$ cat config.mk
export PLATFORM = sky130hd
export DESIGN_NAME = if_fetch_unit
export DESIGN_NICKNAME = d
export VERILOG_FILES = /design/src/rtl/if_fetch_unit.sv
export SDC_FILE = /design/constraint.sdc
export NUM_CORES = 1
export LEC_CHECK = 0
export BUFFER_PORTS_ARGS = -buffer_cell sky130_fd_sc_hd__buf_2
export CAP_MARGIN = 40
export CORE_MARGIN = 2
export CORE_UTILIZATION = 45
export DETAILED_ROUTE_END_ITERATION = 8
export PLACE_DENSITY_LB_ADDON = 0.3
export SLEW_MARGIN = 20
export SYNTH_ARGS = -nofsm -noshare
export SYNTH_HDL_FRONTEND = slang
export SYNTH_SLANG_ARGS = --single-unit
export TNS_END_PERCENT = 10
$ cat constraint.sdc
create_clock -name clock -period 4.5 [get_ports clock]
set_input_delay 0.45 -clock clock [delete_from_list [all_inputs] [get_ports clock]]
set_output_delay 0.45 -clock clock [all_outputs]
set_load 0.01 [all_outputs]
$ cat src/rtl/if_fetch_unit.sv
// rtl/if_fetch_unit.sv - instruction-fetch stage: PC owner, imem req/ready master, IF/ID slot driver
//
// Ports:
//   clock, reset               rising-edge clock, synchronous active-high reset
//   stall                      downstream will not take the slot this cycle
//   redirect_valid/_pc         taken branch/jump from EX; flush and refetch at redirect_pc (word aligned)
//   imem_req/_addr             fetch request and word-aligned address, held until imem_ready
//   imem_ready/_rdata          request completes this cycle, instruction word valid
//   if_pc/if_instr/if_valid    slot presented to IF/ID; if_instr is NOP_INSTR when !if_valid

module if_fetch_unit #(
   parameter logic [31:0] RESET_PC  = 32'h0000_0000,
   parameter logic [31:0] NOP_INSTR = 32'h0000_0013
) (
   input  logic        clock,
   input  logic        reset,
   input  logic        stall,
   input  logic        redirect_valid,
   input  logic [31:0] redirect_pc,
   output logic        imem_req,
   output logic [31:0] imem_addr,
   input  logic        imem_ready,
   input  logic [31:0] imem_rdata,
   output logic [31:0] if_pc,
   output logic [31:0] if_instr,
   output logic        if_valid
);

   typedef enum logic [1:0] {
      FETCH = 2'd0,
      HOLD  = 2'd1,
      DRAIN = 2'd2
   } state_t;

   state_t      state;
   logic [31:0] pc_q;
   logic [31:0] drain_addr;   // address of the orphaned request still being drained
   logic [31:0] hold_pc;
   logic [31:0] hold_instr;

   logic [31:0] target_pc;
   logic [31:0] reset_pc_aligned;
   logic        can_accept;
   logic        consume;
   logic        unused_redirect_bits;

   assign target_pc            = {redirect_pc[31:2], 2'b00};
   assign reset_pc_aligned     = {RESET_PC[31:2], 2'b00};
   assign unused_redirect_bits = ^redirect_pc[1:0];

   assign can_accept = !if_valid || !stall;
   assign consume    = if_valid && !stall;

   // The request is combinational on state so a zero-wait memory can
   // complete in the same cycle; reset gates it off immediately.
   assign imem_req  = !reset && (state != HOLD);
   assign imem_addr = (state == DRAIN) ? drain_addr : pc_q;

   always_ff @(posedge clock) begin
      if (reset) begin
         state      <= FETCH;
         pc_q       <= reset_pc_aligned;
         drain_addr <= reset_pc_aligned;
         hold_pc    <= reset_pc_aligned;
         hold_instr <= NOP_INSTR;
         if_pc      <= reset_pc_aligned;
         if_instr   <= NOP_INSTR;
         if_valid   <= 1'b0;
      end else if (redirect_valid) begin
         // Flush wins over stall; any buffered word is simply forgotten.
         if_valid <= 1'b0;
         if_instr <= NOP_INSTR;
         pc_q     <= target_pc;
         case (state)
            FETCH: begin
               // An outstanding request cannot be abandoned: drain it first.
               if (!imem_ready) begin
                  state      <= DRAIN;
                  drain_addr <= pc_q;
               end
            end
            HOLD:    state <= FETCH;
            DRAIN:   if (imem_ready) state <= FETCH;
            default: state <= FETCH;
         endcase
      end else begin
         case (state)
            FETCH: begin
               if (imem_ready) begin
                  pc_q <= pc_q + 32'd4;
                  if (can_accept) begin
                     if_pc    <= pc_q;
                     if_instr <= imem_rdata;
                     if_valid <= 1'b1;
                  end else begin
                     hold_pc    <= pc_q;
                     hold_instr <= imem_rdata;
                     state      <= HOLD;
                  end
               end else if (consume) begin
                  if_valid <= 1'b0;
                  if_instr <= NOP_INSTR;
               end
            end
            HOLD: begin
               // The slot is always full and stalled here, so !stall means
               // it is being consumed and can take the buffered word.
               if (!stall) begin
                  if_pc    <= hold_pc;
                  if_instr <= hold_instr;
                  if_valid <= 1'b1;
                  state    <= FETCH;
               end
            end
            DRAIN: begin
               if (consume) begin
                  if_valid <= 1'b0;
                  if_instr <= NOP_INSTR;
               end
               if (imem_ready) state <= FETCH;
            end
            default: state <= FETCH;
         endcase
      end
   end

endmodule

* Word level (Yosys, flattened, before mapping)
Index checks and enable logic that the tools add are counted.
** Word-level totals
- Register bits :: 195
- Input port bits :: 69
** Operators by class
- Add/subtract/negate cells :: 1
- Equality and inequality tests :: 11
- Muxes and demuxes :: 26
- Bitwise gates (word level) :: 3
- Reduce and logical (&&, ||, !) cells :: 19
** Operator list (number)
- two-way mux 32 bit :: 11
- one-hot mux 32 bit (3 select lines) :: 1
- one-hot mux 32 bit (2 select lines) :: 1
- adder 32 x 3 -> 32 bit (second input constant) :: 1
- != test 3 bit (second input constant) :: 5
- two-way mux 2 bit :: 6
- AND reduction 4 bit :: 2
- != test 2 bit (second input constant) :: 3
- one-hot mux 2 bit (3 select lines) :: 1
- AND reduction 3 bit :: 2
- nonzero test 2 bit :: 3
- AND reduction 5 bit :: 1
- two-way mux 1 bit :: 4
- one-hot mux 2 bit (2 select lines) :: 1
- AND reduction 2 bit :: 2
- logical NOT 1 bit :: 3
- inverter 1 bit :: 3
- one-hot mux 1 bit (3 select lines) :: 1
- nonzero test 3 bit :: 1
- == test 2 x 1 -> 1 bit (second input constant) :: 1
- == test 2 bit (second input constant) :: 1
- logical AND 1 bit :: 2
- logical NOT 2 bit :: 1
- != test 2 x 1 -> 1 bit (second input constant) :: 1
- other kinds (2) :: 2

* Longest topological paths before layout
- Depth after elaboration :: 6
- Mapped depth :: 9
- Mapped depth without buffers :: 6

* Least setup slack after synthesis
No wires, ideal clock.
- Path type :: register to output
- From :: reg state[0]
- To :: out imem_addr[11]
- Arrival time :: 1.550 ns
- Data required time :: 4.050 ns
- Setup slack :: 2.500 ns
- Cell stages (with the launch flop) :: 6
- Buffers on the path :: 2
- Cell sequence :: dfxtp_1 inv_1 ha_1 clkbuf_1 buf_1 mux2_2
** On the way
- Word-level cells in the longest chain between the ends :: 2
** Ends and longest elaborated chain
- start, declared :: line 35 : state_t state;
- start signal, assigned :: line 61 : state <= FETCH;
- start signal, assigned :: line 78 : state <= DRAIN;
- start signal, assigned :: line 82 : HOLD: state <= FETCH;
- == test 2 bit :: line 57 : assign imem_addr = (state == DRAIN) ? drain_addr : pc_q;
- two-way mux 32 bit :: line 57
- end, declared :: line 21 : output logic [31:0] imem_addr,
No other way between the ends.

* Worst setup path in the final report
- From :: reg state[0]
- To :: reg if_instr[26]
** On the way
- Word-level cells in the longest chain between the ends :: 3
** Ends and longest elaborated chain
- == test 2 x 1 -> 1 bit (tied with other cells) :: line 87 : case (state)
- != test 2 bit (no line) (tied with other cells)
- AND reduction 3 bit (no line)
- end signal, assigned :: line 93 : if_instr <= imem_rdata;
- end signal, assigned :: line 110 : if_instr <= hold_instr;
- end, declared :: line 25 : output logic [31:0] if_instr,
Parallel ways exist; a longest one is shown, timed or not.
A chain may end at the register's enable or synchronous reset.

==> results.sh <==
export IMPL_synth_area_top_cells="dfxtp_1 42%, nand2_1 10%, a21oi_1 7.9%"
export IMPL_cts_tree="done"
export IMPL_maxSlewViolCount=0
export IMPL_r2r_end="if_instr[26]"
export IMPL_holdPathEnd="hold_instr[1]"
export IMPL_fp_dieArea_um2=20900
export IMPL_nNetsFinal=1260
export IMPL_grt_max_degree=74
export IMPL_cts_root_buffer="clkbuf_16"
export IMPL_ir_drop_uv=238
export IMPL_clock_latency_ns=0.43
export IMPL_cts_clk_slew_worst_paths_ns=0.07
export IMPL_cpMaxStageDelayCell="nor3_4"
export IMPL_min_period_ns=2.86
export IMPL_yosys_warnings=0
export IMPL_worstReg2RegStart="state[0]"
export IMPL_startpoint_type="flip-flop"
export IMPL_holdPathStages=3
export IMPL_rsz0062_at_grt="no"
export IMPL_worst_slew_pin_slew_ns=0.762
export IMPL_yosysTopAreaCellShare_pct=42.2
export IMPL_gr_total_overflow=0
export IMPL_grt_pass1_vias=7344
export IMPL_cap_violations=0
export IMPL_synth_top_family_by_area="simple AND/OR/NAND/NOR gates"
export IMPL_hold_start="imem_rdata[1]"
export IMPL_regArea_um2=3740
export IMPL_wire_per_inst_um=16.4
export IMPL_crit_path_max_fanout=58
export IMPL_synth_edf_count=0
export IMPL_clock_path_buffers=2
export IMPL_fin_skew_ns=0.00932
export IMPL_power_per_cell_area_nw_per_um2=349
export IMPL_ys_seq_elements=187
export IMPL_fin_util_pct=52.9
export IMPL_reg2reg_depth=7
export IMPL_row_count=51
export IMPL_slowest_delay_ns=0.62
export IMPL_cp_buffers_inverters=2
export IMPL_die_h_um=144
export IMPL_yosys_cell_types_count=61
export IMPL_cts_sinks=187
export IMPL_setup_violations=0
export IMPL_holdBufCountCts=0
export IMPL_io_buffers=160
export IMPL_drive_gt1_share_pct=21.3
export IMPL_nFillCells=1850
export IMPL_multiInputGateArea_um2=4640
export IMPL_dp_hpwl_um=15200
export IMPL_syn_to_final_growth_pct=15.5
export IMPL_crit_family="simple AND/OR/NAND/NOR gates"
export IMPL_ys_seq_area_share_pct=42.2
export IMPL_critical_path_class="reg -> reg"
export IMPL_synthXorXnorAreaFrac_pct=1.18
export IMPL_cts_resized=0
export IMPL_cp_arrival_ns=3.21
export IMPL_finalHoldViolations=0
export IMPL_end_kind="flip-flop"
export IMPL_die_x_um=144
export IMPL_ys_flop_type="dfxtp_1"
export IMPL_grt_usage_pct=23.1
export IMPL_gp_congestion=0.789
export IMPL_cts_setup_buffers=0
export IMPL_core_area_um2=19400
export IMPL_initial_core_util_pct=45.8
export IMPL_synth_simple_area_share_pct=22.1
export IMPL_reg2reg_slack_ns=1.64
export IMPL_drcViolationCount=0
export IMPL_drt_iter0_drc=640
export IMPL_netlist_area_um2=8880
export IMPL_numCtsBuffers=17
export IMPL_max_clock_freq_mhz=349
export IMPL_dr_pass1_iters=5
export IMPL_fin_tns_setup_ns=0
export IMPL_yosys_area_share_adder_pct=0.564
export IMPL_synth_compound_area_share_pct=21.1
export IMPL_crit_chain="inv_1 > ha_1 > buf_4 > o2bb2ai_2 > nor3_4 > nand2_1 > o2bb2ai_1"
export IMPL_status="completed"
export IMPL_post_route_period_util_pct=63.6
export IMPL_syn_inst=1101
export IMPL_ctsHtreeMaxLevel=4
export IMPL_leakage_nw=3.79
export IMPL_relSlewSlack_pct=49.0
export IMPL_vias_per_cell=5.55
export IMPL_async_flop_share_pct=0
export IMPL_avgSynthCellArea_um2=8.07
export IMPL_layout_common_cells="238 x nand2_1, 187 x dfxtp_1, 159 x buf_2"
export IMPL_synth_area_leader_cell="dfxtp_1"
export IMPL_vias=8133
export IMPL_antenna_left=0
export IMPL_holdCritPathClass="in -> reg"
export IMPL_antenna_cells=0
export IMPL_pin_count=167
export IMPL_layout_commonest_cell="nand2_1"
export IMPL_grt_pass1_wl_um=38300
export IMPL_antenna_found_initial=0
export IMPL_cp_required_ns=4.85
export IMPL_wl_um=24100
export IMPL_muxShareOfSynthArea_pct=6.68
[cells in the mapped netlist (all sizes together), types with 3 or more instances]
library cell  count
a21oi           141
a22oi            15
nand2           239
xnor2             9
and3              6
inv              14
nor2             43
dfxtp           187
a22o             16
clkbuf           75
or3              32
nor3              4
and4             12
or4               6
o21bai            3
o2bb2ai          14
nand4            10
o31ai             6
a311oi            9
nor2b            19
a2111oi           7
mux2             26
o211ai            4
xor2              3
o21ai            61
a211oi           18
nand3b            4
nor4              8
nand3            14
buf              38
and2              3
o21a              3
a31oi             6
ha                4
mux2i            30
[layer usage]
metal	vias up	GRT usage, %	share of wire [%]
li1	4021	-	-
met1	3836	31.7	46
met2	254	37.6	47
met3	22	4.67	6.1
met4	0	4.96	1.2
met5	-	0	0
[where the power goes]
group | internal (mW) | switching, mW
registers | 1.71 | 0.0627
clock network | 0.721 | 0.696
logic | 0.155 | 0.245
[metrics by stage]
stage	worst slack, ns	instance area, um^2	hold slack, ns	instances	total power [mW]
after floorplan	2.50	8890	0.433	1104	2.06
after global placement	1.68	9680	0.437	1431	2.20
after detailed placement	1.62	9700	0.441	1432	2.20
after CTS	1.60	10200	0.234	1464	3.61
after global routing	1.35	10300	0.238	1465	3.72
final	1.64	10300	0.244	1465	3.58
[tightest hold or removal path, stage by stage]
cell      delay [ns]
buf_2           0.09
nand2_1         0.04
nand3b_1        0.07
[cells by family (layout without fill, tap and decap cells)]
family | after synthesis | after routing
buf+inv | 127 | 223
other cells | 1 | 4
compound gates | 306 | 306
xor+xnor | 12 | 12
simple gates | 408 | 408
mux | 56 | 56
fa+ha+maj | 4 | 4
flops | 187 | 187
[worst max-delay path by stage]
stage | startpoint | end | cells past startpoint
6_report | state[0] | if_instr[26] | 7
5_1_grt | state[1] | if_instr[24] | 7
4_1_cts | state[0] | if_instr[27] | 7
3_5_place_dp | state[0] | if_instr[27] | 7
3_3_place_gp | state[0] | if_instr[25] | 7
2_1_floorplan | state[0] | imem_addr[11] | 5
[cell type report]
cell class | instances | share of cell area [%]
Clock buffer | 18 | 4.18
Multi-Input combinational cell | 790 | 45.2
Tap cell | 265 | 3.23
Timing Repair Buffer | 177 | 9.24
Inverter | 14 | 0.512
Clock inverter | 14 | 1.12
Sequential cell | 187 | 36.5
[state kept, by name, indices dropped and copies added (netlist names)]
| name | count |
|---|---|
| drain_addr | 30 |
| hold_instr | 32 |
| hold_pc | 30 |
| if_instr | 32 |
| if_pc | 30 |
| if_valid | 1 |
| pc_q | 30 |
| state | 2 |
No activity file was read; power rests on OpenSTA's default activity.
